<file path="src/rtl/rob_cpl_pkg.sv">
// Shared types for the ROB completion arbiter: source ids, completion entry layout
// and the round-robin successor used by the grant scan.
package rob_cpl_pkg;

  localparam int unsigned NUM_CPL_SRC    = 3;
  localparam int unsigned CPL_ROB_SIZE   = 10;
  localparam int unsigned CPL_IDX_W      = 4;
  localparam int unsigned CPL_FIFO_DEPTH = 2;

  typedef enum logic [1:0] {
    SRC_ALU = 2'd0,
    SRC_MEM = 2'd1,
    SRC_MUL = 2'd2
  } cpl_src_t;

  typedef struct packed {
    logic [CPL_IDX_W-1:0] idx;
    logic [31:0]          value;
    logic [2:0]           exception;
  } cpl_entry_t;

  // Round-robin order ALU -> MEM -> MUL -> ALU
  function automatic cpl_src_t src_next(input cpl_src_t s);
    case (s)
      SRC_ALU: return SRC_MEM;
      SRC_MEM: return SRC_MUL;
      default: return SRC_ALU;
    endcase
  endfunction

endpackage

</file>
<file path="src/rtl/rob_complete_arbiter_if.sv">
// Producer-side and ROB-side signals of the completion arbiter.
// master = producers/ROB environment, slave = the arbiter.
interface rob_complete_arbiter_if #(
  parameter int unsigned IDX_W = rob_cpl_pkg::CPL_IDX_W
);
  logic             in_alu_valid;
  logic [IDX_W-1:0] in_alu_idx;
  logic [31:0]      in_alu_value;
  logic [2:0]       in_alu_exception;
  logic             out_alu_ready;

  logic             in_mem_valid;
  logic [IDX_W-1:0] in_mem_idx;
  logic [31:0]      in_mem_value;
  logic [2:0]       in_mem_exception;
  logic             out_mem_ready;

  logic             in_mul_valid;
  logic [IDX_W-1:0] in_mul_idx;
  logic [31:0]      in_mul_value;
  logic [2:0]       in_mul_exception;
  logic             out_mul_ready;

  logic             in_rob_nuke;
  logic             out_complete;
  logic [IDX_W-1:0] out_complete_idx;
  logic [31:0]      out_complete_value;
  logic [2:0]       out_exception_vector;
  logic             out_busy;
  logic             out_idx_error;

  modport master (
    output in_alu_valid, in_alu_idx, in_alu_value, in_alu_exception,
    output in_mem_valid, in_mem_idx, in_mem_value, in_mem_exception,
    output in_mul_valid, in_mul_idx, in_mul_value, in_mul_exception,
    output in_rob_nuke,
    input  out_alu_ready, out_mem_ready, out_mul_ready,
    input  out_complete, out_complete_idx, out_complete_value,
    input  out_exception_vector, out_busy, out_idx_error
  );

  modport slave (
    input  in_alu_valid, in_alu_idx, in_alu_value, in_alu_exception,
    input  in_mem_valid, in_mem_idx, in_mem_value, in_mem_exception,
    input  in_mul_valid, in_mul_idx, in_mul_value, in_mul_exception,
    input  in_rob_nuke,
    output out_alu_ready, out_mem_ready, out_mul_ready,
    output out_complete, out_complete_idx, out_complete_value,
    output out_exception_vector, out_busy, out_idx_error
  );
endinterface

</file>
<file path="src/rtl/rob_cpl_fifo.sv">
// Per-source completion FIFO: registered count, modulo pointers, flush has priority
// over push/pop. Storage carries no reset; only pointers and count do.
module rob_cpl_fifo
  import rob_cpl_pkg::*;
#(
  parameter int unsigned DEPTH = CPL_FIFO_DEPTH
) (
  input  logic       clk,
  input  logic       rst_n,
  input  logic       i_flush,
  input  logic       i_push,
  input  logic       i_pop,
  input  cpl_entry_t i_data,
  output cpl_entry_t o_head,
  output logic       o_full,
  output logic       o_empty
);

  localparam int unsigned PTR_W = (DEPTH > 1) ? $clog2(DEPTH) : 1;
  localparam int unsigned CNT_W = $clog2(DEPTH) + 1;

  cpl_entry_t       r_mem [DEPTH];
  logic [PTR_W-1:0] r_wr_ptr;
  logic [PTR_W-1:0] r_rd_ptr;
  logic [CNT_W-1:0] r_count;
  logic             w_push;
  logic             w_pop;

  function automatic logic [PTR_W-1:0] ptr_inc(input logic [PTR_W-1:0] p);
    return (p == PTR_W'(DEPTH - 1)) ? '0 : p + 1'b1;
  endfunction

  assign o_full  = (r_count == CNT_W'(DEPTH));
  assign o_empty = (r_count == '0);
  assign o_head  = r_mem[r_rd_ptr];
  assign w_push  = i_push && !o_full;
  assign w_pop   = i_pop && !o_empty;

  always_ff @(posedge clk or negedge rst_n) begin
    if (!rst_n) begin
      r_wr_ptr <= '0;
      r_rd_ptr <= '0;
      r_count  <= '0;
    end else if (i_flush) begin
      r_wr_ptr <= '0;
      r_rd_ptr <= '0;
      r_count  <= '0;
    end else begin
      if (w_push) r_wr_ptr <= ptr_inc(r_wr_ptr);
      if (w_pop)  r_rd_ptr <= ptr_inc(r_rd_ptr);
      if (w_push && !w_pop)      r_count <= r_count + CNT_W'(1);
      else if (w_pop && !w_push) r_count <= r_count - CNT_W'(1);
    end
  end

  always_ff @(posedge clk) begin
    if (w_push && !i_flush) r_mem[r_wr_ptr] <= i_data;
  end

endmodule

</file>
<file path="src/rtl/rob_complete_arbiter.sv">
// Merges ALU, load and multiplier completions onto one registered ROB completion
// bus via per-source FIFOs and a round-robin grant; a ROB nuke flushes everything.
module rob_complete_arbiter
  import rob_cpl_pkg::*;
#(
  parameter int unsigned ROB_SIZE   = CPL_ROB_SIZE,
  parameter int unsigned IDX_W      = CPL_IDX_W,
  parameter int unsigned FIFO_DEPTH = CPL_FIFO_DEPTH
) (
  input  logic                  clk,
  input  logic                  reset,
  rob_complete_arbiter_if.slave bus
);

  logic [NUM_CPL_SRC-1:0] w_valid;
  logic [NUM_CPL_SRC-1:0] w_ready;
  logic [NUM_CPL_SRC-1:0] w_take;
  logic [NUM_CPL_SRC-1:0] w_legal;
  logic [NUM_CPL_SRC-1:0] w_push;
  logic [NUM_CPL_SRC-1:0] w_bad;
  logic [NUM_CPL_SRC-1:0] w_full;
  logic [NUM_CPL_SRC-1:0] w_empty;
  logic [NUM_CPL_SRC-1:0] w_grant;
  logic [IDX_W-1:0]       w_idx  [NUM_CPL_SRC];
  cpl_entry_t             w_in   [NUM_CPL_SRC];
  cpl_entry_t             w_head [NUM_CPL_SRC];
  cpl_src_t               w_gnt_src;
  cpl_entry_t             w_gnt_entry;

  logic       r_live;
  cpl_src_t   r_rr_ptr;
  logic       r_complete;
  cpl_entry_t r_cpl;
  logic       r_idx_error;

  assign w_valid  = {bus.in_mul_valid, bus.in_mem_valid, bus.in_alu_valid};
  assign w_idx[0] = bus.in_alu_idx;
  assign w_idx[1] = bus.in_mem_idx;
  assign w_idx[2] = bus.in_mul_idx;
  assign w_in[0]  = '{idx: w_idx[0], value: bus.in_alu_value, exception: bus.in_alu_exception};
  assign w_in[1]  = '{idx: w_idx[1], value: bus.in_mem_value, exception: bus.in_mem_exception};
  assign w_in[2]  = '{idx: w_idx[2], value: bus.in_mul_value, exception: bus.in_mul_exception};

  // Ready is held low until the first edge after reset so every output reads 0 in reset
  always_comb begin
    for (int unsigned i = 0; i < NUM_CPL_SRC; i++) begin
      w_ready[i] = r_live && !w_full[i];
      w_take[i]  = w_valid[i] && w_ready[i] && !bus.in_rob_nuke;
      w_legal[i] = (32'(w_idx[i]) < ROB_SIZE);
      w_push[i]  = w_take[i] && w_legal[i];
      w_bad[i]   = w_take[i] && !w_legal[i];
    end
  end

  for (genvar g = 0; g < int'(NUM_CPL_SRC); g++) begin : g_src
    rob_cpl_fifo #(
      .DEPTH (FIFO_DEPTH)
    ) u_fifo (
      .clk     (clk),
      .rst_n   (reset),
      .i_flush (bus.in_rob_nuke),
      .i_push  (w_push[g]),
      .i_pop   (w_grant[g]),
      .i_data  (w_in[g]),
      .o_head  (w_head[g]),
      .o_full  (w_full[g]),
      .o_empty (w_empty[g])
    );
  end

  // Scan starts at the source after the last grant and takes the first non-empty one
  always_comb begin
    cpl_src_t scan;
    logic     found;
    w_grant   = '0;
    w_gnt_src = r_rr_ptr;
    scan      = r_rr_ptr;
    found     = 1'b0;
    for (int unsigned k = 0; k < NUM_CPL_SRC; k++) begin
      scan = src_next(scan);
      if (!found && !w_empty[scan]) begin
        w_grant[scan] = 1'b1;
        w_gnt_src     = scan;
        found         = 1'b1;
      end
    end
  end

  assign w_gnt_entry = w_head[w_gnt_src];

  always_ff @(posedge clk or negedge reset) begin
    if (!reset) begin
      r_live      <= 1'b0;
      r_rr_ptr    <= SRC_MUL;
      r_complete  <= 1'b0;
      r_cpl       <= '0;
      r_idx_error <= 1'b0;
    end else begin
      r_live      <= 1'b1;
      r_idx_error <= r_idx_error | (|w_bad);
      if (bus.in_rob_nuke) begin
        r_complete <= 1'b0;
      end else begin
        r_complete <= |w_grant;
        if (|w_grant) begin
          r_cpl    <= w_gnt_entry;
          r_rr_ptr <= w_gnt_src;
        end
      end
    end
  end

  assign bus.out_alu_ready        = w_ready[0];
  assign bus.out_mem_ready        = w_ready[1];
  assign bus.out_mul_ready        = w_ready[2];
  assign bus.out_complete         = r_complete;
  assign bus.out_complete_idx     = r_cpl.idx;
  assign bus.out_complete_value   = r_cpl.value;
  assign bus.out_exception_vector = r_cpl.exception;
  assign bus.out_busy             = (|(~w_empty)) | r_complete;
  assign bus.out_idx_error        = r_idx_error;

endmodule

</file>
<file path="src/flat_wrapper.sv">
// flat-port wrapper written by rule: the top's interface ports become plain ports
module rob_complete_arbiter_flat import rob_cpl_pkg::*;
#(
  parameter int unsigned ROB_SIZE   = CPL_ROB_SIZE,
  parameter int unsigned IDX_W      = CPL_IDX_W,
  parameter int unsigned FIFO_DEPTH = CPL_FIFO_DEPTH
)
  (clk, reset, bus_in_alu_valid, bus_in_alu_idx, bus_in_alu_value, bus_in_alu_exception, bus_in_mem_valid, bus_in_mem_idx, bus_in_mem_value, bus_in_mem_exception, bus_in_mul_valid, bus_in_mul_idx, bus_in_mul_value, bus_in_mul_exception, bus_in_rob_nuke, bus_out_alu_ready, bus_out_mem_ready, bus_out_mul_ready, bus_out_complete, bus_out_complete_idx, bus_out_complete_value, bus_out_exception_vector, bus_out_busy, bus_out_idx_error);
  rob_complete_arbiter_if #(.IDX_W(IDX_W)) bus_i ();
  input  logic clk;
  input  logic reset;
  input wire logic [$bits(bus_i.in_alu_valid)-1:0] bus_in_alu_valid;
  input wire logic [$bits(bus_i.in_alu_idx)-1:0] bus_in_alu_idx;
  input wire logic [$bits(bus_i.in_alu_value)-1:0] bus_in_alu_value;
  input wire logic [$bits(bus_i.in_alu_exception)-1:0] bus_in_alu_exception;
  input wire logic [$bits(bus_i.in_mem_valid)-1:0] bus_in_mem_valid;
  input wire logic [$bits(bus_i.in_mem_idx)-1:0] bus_in_mem_idx;
  input wire logic [$bits(bus_i.in_mem_value)-1:0] bus_in_mem_value;
  input wire logic [$bits(bus_i.in_mem_exception)-1:0] bus_in_mem_exception;
  input wire logic [$bits(bus_i.in_mul_valid)-1:0] bus_in_mul_valid;
  input wire logic [$bits(bus_i.in_mul_idx)-1:0] bus_in_mul_idx;
  input wire logic [$bits(bus_i.in_mul_value)-1:0] bus_in_mul_value;
  input wire logic [$bits(bus_i.in_mul_exception)-1:0] bus_in_mul_exception;
  input wire logic [$bits(bus_i.in_rob_nuke)-1:0] bus_in_rob_nuke;
  output wire logic [$bits(bus_i.out_alu_ready)-1:0] bus_out_alu_ready;
  output wire logic [$bits(bus_i.out_mem_ready)-1:0] bus_out_mem_ready;
  output wire logic [$bits(bus_i.out_mul_ready)-1:0] bus_out_mul_ready;
  output wire logic [$bits(bus_i.out_complete)-1:0] bus_out_complete;
  output wire logic [$bits(bus_i.out_complete_idx)-1:0] bus_out_complete_idx;
  output wire logic [$bits(bus_i.out_complete_value)-1:0] bus_out_complete_value;
  output wire logic [$bits(bus_i.out_exception_vector)-1:0] bus_out_exception_vector;
  output wire logic [$bits(bus_i.out_busy)-1:0] bus_out_busy;
  output wire logic [$bits(bus_i.out_idx_error)-1:0] bus_out_idx_error;
  assign bus_i.in_alu_valid = bus_in_alu_valid;
  assign bus_i.in_alu_idx = bus_in_alu_idx;
  assign bus_i.in_alu_value = bus_in_alu_value;
  assign bus_i.in_alu_exception = bus_in_alu_exception;
  assign bus_i.in_mem_valid = bus_in_mem_valid;
  assign bus_i.in_mem_idx = bus_in_mem_idx;
  assign bus_i.in_mem_value = bus_in_mem_value;
  assign bus_i.in_mem_exception = bus_in_mem_exception;
  assign bus_i.in_mul_valid = bus_in_mul_valid;
  assign bus_i.in_mul_idx = bus_in_mul_idx;
  assign bus_i.in_mul_value = bus_in_mul_value;
  assign bus_i.in_mul_exception = bus_in_mul_exception;
  assign bus_i.in_rob_nuke = bus_in_rob_nuke;
  assign bus_out_alu_ready = bus_i.out_alu_ready;
  assign bus_out_mem_ready = bus_i.out_mem_ready;
  assign bus_out_mul_ready = bus_i.out_mul_ready;
  assign bus_out_complete = bus_i.out_complete;
  assign bus_out_complete_idx = bus_i.out_complete_idx;
  assign bus_out_complete_value = bus_i.out_complete_value;
  assign bus_out_exception_vector = bus_i.out_exception_vector;
  assign bus_out_busy = bus_i.out_busy;
  assign bus_out_idx_error = bus_i.out_idx_error;
  rob_complete_arbiter #(.ROB_SIZE(ROB_SIZE), .IDX_W(IDX_W), .FIFO_DEPTH(FIFO_DEPTH)) u_core (.clk(clk), .reset(reset), .bus(bus_i));
endmodule
</file>
<file path="config.mk">
export PLATFORM = sky130hd
export DESIGN_NAME = rob_complete_arbiter_flat
export DESIGN_NICKNAME = d
export VERILOG_FILES = /design/src/rtl/rob_cpl_pkg.sv /design/src/rtl/rob_complete_arbiter_if.sv /design/src/rtl/rob_cpl_fifo.sv /design/src/rtl/rob_complete_arbiter.sv /design/src/flat_wrapper.sv
export SDC_FILE = /design/constraint.sdc
export NUM_CORES = 1
export LEC_CHECK = 0
export CAP_MARGIN = 20
export CORE_ASPECT_RATIO = 0.9
export CORE_UTILIZATION = 50
export DETAILED_ROUTE_END_ITERATION = 8
export PLACE_DENSITY = 0.74
export SETUP_SLACK_MARGIN = 0.3
export SYNTH_ARGS = -nofsm -noshare
export SYNTH_HDL_FRONTEND = slang
export SYNTH_HIERARCHICAL = 1
export SYNTH_SLANG_ARGS = --single-unit
</file>
<file path="constraint.sdc">
create_clock -name clk -period 7.62 [get_ports clk]
set_clock_uncertainty 0.15 [all_clocks]
set_input_delay 1.905 -clock clk [delete_from_list [all_inputs] [get_ports clk]]
set_output_delay 1.905 -clock clk [all_outputs]
set_load 0.005 [all_outputs]
</file>
==> out/metrics.yaml, run 1 <==
finish:
  final_layout_size_suffix_gt1_frac: 0.194
  nets: 1164
  nFillCells: 1783
  fin_util: 0.635
  area_growth_pct: 24.4
  final_cell_area_sq_mm: 0.0155
sta:
  hold_ws_ns: 0.337
  period_needed_ns: 4.30
  setup_viol: 0
  min_period_over_period: 0.565
  finalSetupTns_ns: 0
  tightestPinTransition_ns: 0.926
  max_freq_ghz: 0.232
  rsz0062_at_grt: "no"
  relSlewSlack: 0.383
  slew_viol_final: 0
  hold_viol: 0
synthesis:
  netlist_area_sq_mm: 0.0124
  ys_seq_area_frac: 0.678
  synth_edf_count: 234
  yosysWarnings: 6
  synth_cells: 873
  syn-num-nets: 996
  ys_seq_elements: 290
  ys_types: 49
  synthFlopType: "edfxtp_1"
  avgSynthCellArea_sq_um: 14.2
  synthArstFlopShare: 0.193
worst_setup_path:
  max_stage_delay_ns: 0.53
  worstSetupStartpoint: "u_core/g_src[1].u_fifo/r_count[0]"
  cp.required_ns: 5.57
  worstSetupPathType: "reg2out"
  crit_chain: "nor2_1 -> nand4b_1 -> clkdlybuf4s50_1"
  crit_fanout: 9
  cp_slowest_cell: "nor2_1"
  critical_path_arrival_ns: 2.25
  cp-start-kind: "flop"
  r2r-start: "u_core/g_src[2].u_fifo/r_count[1]"
  ff2ff_path_depth: 6
  end_kind: "output pin"
route:
  ant_nets: 0
  drt-pass1-iter-count: 5
  route.detailed.drc: 0
  via_count: 7612
  wire_per_inst_um: 19.8
  via_per_inst: 5.55
  drtIter0Drc: 681
  finalWirelength_um: 27200
cts:
  post-cts-setup-buffers: 0
  clk_pin_slew_ns: 0.06
  cts-hold-fix-buffers: 0
  root_buffer: "clkbuf_16"
  ctsResizeCount: 0
  cts_max_level: 1
  cts_inserted_buffers: 29
  cts_tree: "built"
  cts_max_path_buffers: 3
  cts_num_sinks: 290
  clk-insertion-delay-late_ns: 0.53
power_and_ir_drop:
  p_leak_nw: 5.57
  p_per_area_mw_per_mm2: 265
  peakVddDrop_v: 0.000132
floorplanning:
  num_rows: 54
  fp.coreArea_sq_mm: 0.0243
  dieArea_sq_mm: 0.0255
  start_util: 0.511
  die_width_um: 168
  ios: 168
  die_y_um: 152
hold_path:
  min_from: "u_core/bus.out_complete_value[13]"
  hold_class: "reg2reg"
  min_path_cells: 2
grt:
  overflow: 0
  grt_pass1_wl_um: 41700
  track_usage: 0.216
  grt_pass1_vias: 7349
  grt_max_degree: 80
  grt_antenna_before_repair: 1
flow_run:
  max_cap_violations: 0
placed_design:
  placed_cell_area_sq_mm: 0.0144
  dp_hpwl_um: 17900
  io_buffer_count: 167
  gp_congestion: 0.800
status:
  status: "complete, no violations"
## layout make-up
class	count	area, sq um	share of cell area
Timing Repair Buffer	186	1850	0.120
Tap cell	308	385	0.0249
Clock buffer	39	793	0.0513
Clock inverter	14	174	0.0113
Sequential cell	290	8430	0.545
Multi-Input combinational cell	488	3650	0.236
Inverter	46	173	0.0112
Antenna cell	1	2.50	0.000162
## worst max-delay path, delay by kind of cell, from the launching register on
family,cells,cell delay [ns]
buffers and inverters,1,0.50
flip-flops,1,0.43
AND/OR/NAND/NOR,2,0.78
## synthesized netlist by cell type (2+ instances only)
cell type / n / area share
buf_4: 2 / 0.0012
dfrtp_1: 55 / 0.11
nor2b_1: 47 / 0.024
or2_1: 2 / 0.0010
buf_2: 20 / 0.0081
nor3_1: 3 / 0.0012
or3_1: 4 / 0.0020
o221ai_1: 29 / 0.020
nand2_1: 83 / 0.025
nand2b_2: 2 / 0.0014
a21oi_1: 52 / 0.021
o211ai_1: 2 / 0.0012
nor2_1: 10 / 0.0030
clkbuf_1: 25 / 0.0076
edfxtp_1: 234 / 0.57
o221ai_2: 10 / 0.012
inv_1: 43 / 0.013
nor3b_1: 5 / 0.0030
mux2i_1: 2 / 0.0016
inv_2: 3 / 0.00091
mux2_2: 111 / 0.10
xor2_1: 3 / 0.0021
nand2b_1: 3 / 0.0015
mux2_1: 6 / 0.0054
nand3b_1: 6 / 0.0036
a211oi_1: 39 / 0.024
o21ai_0: 11 / 0.0044
and2_1: 39 / 0.020
a21o_2: 2 / 0.0014
## layout by cell type, fill, tap and decap left out, types with 3 or more instances in the layout
| master | count |
|---|---|
| a211oi_1 | 39 |
| a21oi_1 | 52 |
| and2_1 | 39 |
| buf_4 | 15 |
| bufinv_16 | 4 |
| clkbuf_1 | 7 |
| clkbuf_16 | 29 |
| clkbuf_8 | 3 |
| clkdlybuf4s50_1 | 166 |
| clkinv_2 | 7 |
| dfrtp_1 | 55 |
| edfxtp_1 | 234 |
| inv_1 | 43 |
| inv_2 | 3 |
| mux2_1 | 6 |
| mux2_2 | 111 |
| nand2_1 | 83 |
| nand2b_1 | 3 |
| nand3b_1 | 6 |
| nor2_1 | 9 |
| nor2b_1 | 47 |
| nor3_2 | 3 |
| nor3b_2 | 3 |
| o21ai_0 | 11 |
| o221ai_1 | 29 |
| o221ai_2 | 10 |
| or3_1 | 4 |
| xor2_1 | 3 |
## stage by stage
step | power, mW | setup WS, ns | cells
final | 4.09 | 3.32 | 1372
after global routing | 4.24 | 3.20 | 1372
after floorplan | 2.25 | 1.54 | 873
after CTS | 4.13 | 3.07 | 1368
after detailed placement | 2.70 | 2.50 | 1315
after global placement | 2.68 | 2.57 | 1315
## final timing paths
kind                                                      to  slack, ns
setup / recovery                                bus_out_busy       3.32
hold / removal             u_core/bus.out_complete_value[13]       0.34
setup reg to reg           u_core/bus.out_complete_value[18]       4.56
hold reg to reg            u_core/bus.out_complete_value[13]       0.34
max in group asynchronous  u_core/g_src[0].u_fifo/r_count[0]       5.45
min in group asynchronous     u_core/bus.out_complete_idx[0]       1.37
## routing by layer
layer	track usage	share of wire	up-vias
li1	-	-	3570
met1	0.333	0.47	3714
met2	0.320	0.44	284
met3	0.0319	0.063	44
met4	0.0600	0.022	0
met5	0	0	-
## sequential cells by signal, summed over array words and instances, names as in the netlist
| register | cells |
|---|---|
| u_core/g_src.u_fifo/r_mem | 234 |
| u_core/bus.out_complete_value | 32 |
| u_core/g_src.u_fifo/r_count | 6 |
| u_core/bus.out_complete_idx | 4 |
| u_core/bus.out_exception_vector | 3 |
| u_core/g_src.u_fifo/r_rd_ptr | 3 |
| u_core/g_src.u_fifo/r_wr_ptr | 3 |
| u_core/r_rr_ptr | 2 |
| u_core/bus.out_complete | 1 |
| u_core/bus.out_idx_error | 1 |
| u_core/r_live | 1 |
## where the power goes
| part | internal, mW | total (mW) | switching [mW] |
|---|---|---|---|
| clock | 0.863 | 1.42 | 0.560 |
| combinational | 0.382 | 0.740 | 0.358 |
| sequential | 1.84 | 1.93 | 0.0918 |
## logic make-up after synthesis
group / after synthesis / share of synthesized area
AOI/OAI and AO/OA: 155 / 0.0904
xor gates and xnor gates: 3 / 0.00211
buffers and inverters: 95 / 0.0320
DFF: 290 / 0.678
muxes: 119 / 0.108
other: 1 / 0.000302
and+or+nand+nor: 210 / 0.0891
(Power assumes the default switching activity.)
==> run 2, diff against run 1 <==
==> constraint.sdc (replaced) <==
create_clock -name clk -period 4.1 [get_ports clk]
set_clock_uncertainty 0.15 [all_clocks]
set_input_delay 1.025 -clock clk [delete_from_list [all_inputs] [get_ports clk]]
set_output_delay 1.025 -clock clk [all_outputs]
set_load 0.005 [all_outputs]
==> out/metrics.yaml, run 2 (synthesis results as in run 1) <==
status:
  status: "complete, no violations"
finish:
  final_layout_size_suffix_gt1_frac: 0.191
  final_common_cell: "edfxtp_1"
  area_growth_pct: 24.8
  final_cells: 1373
  fin_util: 0.637
  top_register: "u_core/g_src.u_fifo/r_mem"
  nets: 1170
  largest_register_ff_count: 234
  nFillCells: 1772
  final_cell_mix: "edfxtp_1, clkdlybuf4s50_1, mux2_2, nand2_1, dfrtp_1"
sta:
  tightestPinTransition_ns: 0.974
  relSlewSlack: 0.351
  hold_viol: 0
  setup_slack_ns: 0.637
  setup_viol: 0
  rsz0062_at_grt: "no"
  max_freq_ghz: 0.289
  min_period_over_period: 0.845
  slew_viol_final: 0
  finalSetupTns_ns: 0
  period_needed_ns: 3.46
route:
  via_per_inst: 5.59
  drtIter0Drc: 713
  via_count: 7669
  wire_per_inst_um: 20.4
  ant_nets: 0
  finalWirelength_um: 28000
  route.detailed.drc: 0
  drt-pass1-iter-count: 5
worst_setup_path:
  cp-start-kind: "flop"
  crit_fanout: 15
  cp.required_ns: 2.92
  critical_path_arrival_ns: 2.29
  crit_chain: "nor2_2 -> nand4b_1 -> clkdlybuf4s50_1"
  max_stage_delay_ns: 0.55
  worstSetupPathType: "reg2out"
  end_kind: "output pin"
  cp_slowest_cell: "nor2_2"
power_and_ir_drop:
  peakVddDrop_v: 0.000267
  p_per_area_mw_per_mm2: 482
  p_leak_nw: 5.59
floorplanning:
  die_y_um: 152
  ios: 168
  fp.coreArea_sq_mm: 0.0243
  num_rows: 54
  start_util: 0.511
  dieArea_sq_mm: 0.0255
  die_width_um: 168
placed_design:
  io_buffer_count: 167
  dp.cells: 1323
  pre_cts_slack_ns: 0.481
  dp_hpwl_um: 18700
  gp_congestion: 0.838
cts:
  cts_inserted_buffers: 29
  cts_max_path_buffers: 3
  clk-insertion-delay-late_ns: 0.54
  clk_pin_slew_ns: 0.06
  cts_tree: "built"
  root_buffer: "clkbuf_16"
  cts_max_level: 1
  cts_num_sinks: 290
  post-cts-setup-buffers: 0
  cts-hold-fix-buffers: 0
  ctsResizeCount: 0
grt:
  grt_antenna_before_repair: 1
  grt_pass1_vias: 7589
  overflow: 0
  grt_max_degree: 80
  grt_pass1_wl_um: 43000
  track_usage: 0.222
flow_run:
  max_cap_violations: 0
hold_path:
  hold_class: "reg2reg"
run 2: worst paths after layout:
path,from,endpoint,slack (ns),depth (start not counted)
setup / recovery,u_core/g_src[0].u_fifo/r_count[0],bus_out_busy,0.64,3
hold / removal,u_core/bus.out_complete_value[25],u_core/bus.out_complete_value[25],0.35,2
setup reg to reg,u_core/g_src[0].u_fifo/r_count[0],u_core/bus.out_complete_value[4],1.26,4
hold reg to reg,u_core/bus.out_complete_value[25],u_core/bus.out_complete_value[25],0.35,2
max in group asynchronous,reset,u_core/bus.out_complete_value[3],2.51,2
min in group asynchronous,reset,u_core/bus.out_complete_value[14],0.48,1
run 2: metrics by stage:
step	hold WS (ns)	instance area [sq um]	total power [mW]
3_5_place_dp	0.329	14600	5.03
4_1_cts	0.343	15500	7.51
6_report	0.350	15500	7.48
5_1_grt	0.370	15500	7.76
2_1_floorplan	0.314	12500	4.18
3_3_place_gp	0.321	14600	4.99
run 2: layer usage:
layer,vias up,GRT usage,wire length (um)
li1,3582,-,-
met1,3777,0.332,13000
met2,268,0.335,12500
met3,42,0.0423,1890
met4,0,0.0600,612
met5,-,0,0
run 2: report_power, final:
part           leakage (nW)  internal, mW  switching [mW]  total, mW
clock network         0.435          1.48            1.02       2.49
registers              2.82          3.42           0.178       3.60
logic                  2.33         0.718           0.676       1.39
total                  5.59          5.61            1.87       7.48
run 2: final cells by class:
type,count,area [sq um],area share
clock inverters,9,87.6,0.00565
clock buffers,39,803,0.0518
multi-input cells,488,3690,0.238
repair buffers,192,1940,0.125
well taps,308,385,0.0249
diodes,1,2.50,0.000161
inverters,46,173,0.0111
flip-flops and latches,290,8430,0.544
run 2: worst max-delay path: cells and delay by family, from the launching register on:
family | cells | cell delay, ns
AND/OR/NAND/NOR | 2 | 0.80
flip-flops | 1 | 0.44
buffers and inverters | 1 | 0.50
==> run 3, diff against run 2 <==
==> constraint.sdc (replaced) <==
create_clock -name clk -period 3.4 [get_ports clk]
set_clock_uncertainty 0.15 [all_clocks]
set_input_delay 0.85 -clock clk [delete_from_list [all_inputs] [get_ports clk]]
set_output_delay 0.85 -clock clk [all_outputs]
set_load 0.005 [all_outputs]
==> out/metrics.yaml, run 3 (synthesis results as in run 1) <==
power_and_ir_drop:
  peakVddDrop_v: 0.000453
  swShare: 0.254
  power_switching_mw: 2.29
  combPwrFrac: 0.190
  p_per_area_mw_per_mm2: 577
  seqPwrFrac: 0.480
  intPower_mw: 6.73
  p_leak_nw: 5.66
  clockPowerShare: 0.330
route:
  ant_nets: 0
  finalWirelength_um: 28000
  route.detailed.drc: 0
  top_layer: "met4"
  drt-pass1-iter-count: 5
  via_per_inst: 5.51
  wl_met3_um: 1800
  wire_per_inst_um: 20.2
  drtIter0Drc: 669
  via_count: 7670
  dr_wl_met2_um: 12800
  wl_met1_um: 13100
finish:
  area_growth_pct: 25.9
  top_register: "u_core/g_src.u_fifo/r_mem"
  nFillCells: 1799
  fin_util: 0.643
  antenna-diode-count: 0
  final_cells: 1391
  final_cell_mix: "edfxtp_1, clkdlybuf4s50_1, mux2_2, nand2_1, dfrtp_1"
  nets: 1182
  final_common_cell: "edfxtp_1"
  final_layout_size_suffix_gt1_frac: 0.205
  largest_register_ff_count: 234
  multi_input_area_sq_mm: 0.00370
  ff_latch_area_sq_mm: 0.00843
worst_setup_path:
  crit_buf_inv: 2
  cp.required_ns: 2.40
  ff2ff_setup_slack_ns: 0.55
  critPathTopFamily: "buffers and inverters"
  crit_chain: "nand2b_2 -> inv_2 -> nor2b_1 -> clkdlybuf4s50_1"
  cp_slowest_cell: "clkdlybuf4s50_1"
  end_kind: "output pin"
  critical_path_arrival_ns: 2.00
  worstReg2RegEnd: "u_core/bus.out_complete_value[2]"
  max_stage_delay_ns: 0.55
  ff2ff_path_depth: 6
  worstSetupPathType: "reg2out"
  r2r-start: "u_core/g_src[1].u_fifo/r_count[0]"
  crit_fanout: 7
  cp-start-kind: "flop"
sta:
  setup_slack_ns: 0.400
  finalSetupTns_ns: 0
  max_freq_ghz: 0.333
  setup_viol: 0
  period_needed_ns: 3.00
  min_period_over_period: 0.882
  slew_viol_final: 0
  relSlewSlack: 0.454
  hold_viol: 0
  rsz0062_at_grt: "no"
  tightestPinTransition_ns: 0.817
placed_design:
  dp_hpwl_um: 19200
  pre_cts_slack_ns: 0.191
  dp.cells: 1334
  gp_congestion: 0.800
  io_buffer_count: 167
floorplanning:
  ios: 168
  fp.coreArea_sq_mm: 0.0243
  num_rows: 54
  start_util: 0.511
  die_width_um: 168
  dieArea_sq_mm: 0.0255
  die_y_um: 152
grt:
  track_usage: 0.220
  grt_pass1_wl_um: 42400
  overflow: 0
  grt_antenna_before_repair: 1
  grt_pass1_vias: 7510
  grt_max_degree: 60
cts:
  cts_inserted_buffers: 30
  cts_max_level: 1
  cts_tree: "built"
  clk_pin_slew_ns: 0.06
  clk-insertion-delay-late_ns: 0.54
  cts_max_path_buffers: 3
  cts_num_sinks: 290
  post-cts-setup-buffers: 0
  root_buffer: "clkbuf_16"
  cts-hold-fix-buffers: 0
status:
  status: "complete, no violations"
hold_path:
  hold_class: "in2async"
flow_run:
  max_cap_violations: 0
-- run 3: changes by cell type in the layout (fill, tap and decap cells not counted), moves of 3 or more --
cell / before / now
clkinv_1: 6 / 3
clkbuf_8: 4 / 1
buf_4: 19 / 26
clkinv_2: 1 / 6
buf_12: 5 / 8
clkbuf_1: 6 / 13
-- run 3: how the worst max path moves through the flow --
| stage | startpoint | endpoint | slack (ns) | cells past startpoint |
|---|---|---|---|---|
| 2_1_floorplan | bus_in_rob_nuke | u_core/g_src[0].u_fifo/r_mem[1][0] | 0.29 | 4 |
| 3_3_place_gp | bus_in_rob_nuke | u_core/g_src[0].u_fifo/r_mem[0][31] | 0.23 | 6 |
| 3_5_place_dp | bus_in_rob_nuke | u_core/g_src[0].u_fifo/r_mem[0][32] | 0.19 | 6 |
| 4_1_cts | u_core/g_src[1].u_fifo/r_count[0] | bus_out_busy | 0.32 | 3 |
| 5_1_grt | u_core/g_src[2].u_fifo/r_count[0] | bus_out_mul_ready | 0.31 | 4 |
| 6_report | u_core/g_src[2].u_fifo/r_count[0] | bus_out_mul_ready | 0.40 | 4 |
-- run 3: layout make-up --
class                   instances  share of cell area
well taps                     308              0.0246
clock inverters                11             0.00368
inverters                      46              0.0110
flip-flops and latches        290               0.539
multi-input cells             488               0.237
clock buffers                  45              0.0536
repair buffers                203               0.132
-- run 3: power by group through the flow --
stage	Sequential (mW)	Clock (mW)	Combinational, mW
finish	4.33	2.98	1.71
global route	4.36	3.16	1.85
CTS	4.33	3.03	1.70
detailed placement	4.40	0	1.70
global placement	4.40	0	1.66
floorplan	4.36	0	0.689
-- run 3: through the flow --
stage | area (sq um) | total power [mW] | hold WS [ns]
5_1_grt | 15600 | 9.36 | 0.238
3_3_place_gp | 14700 | 6.06 | 0.309
4_1_cts | 15600 | 9.07 | 0.201
6_report | 15600 | 9.02 | 0.197
2_1_floorplan | 12500 | 5.04 | 0.314
3_5_place_dp | 14700 | 6.10 | 0.312
-- run 3: routing by layer --
metal,vias up,global-route usage
met1,3755,0.335
met5,-,0
li1,3606,-
met3,26,0.0257
met4,0,0.0455
met2,283,0.344
-- run 3: repair_timing --
| action | in CTS | in global routing |
|---|---|---|
| pin swaps | 0 | 0 |
| gates cloned | 0 | 0 |
| endpoints found under the setup margin | 1 | 1 |
| gates resized for setup | 2 | 2 |
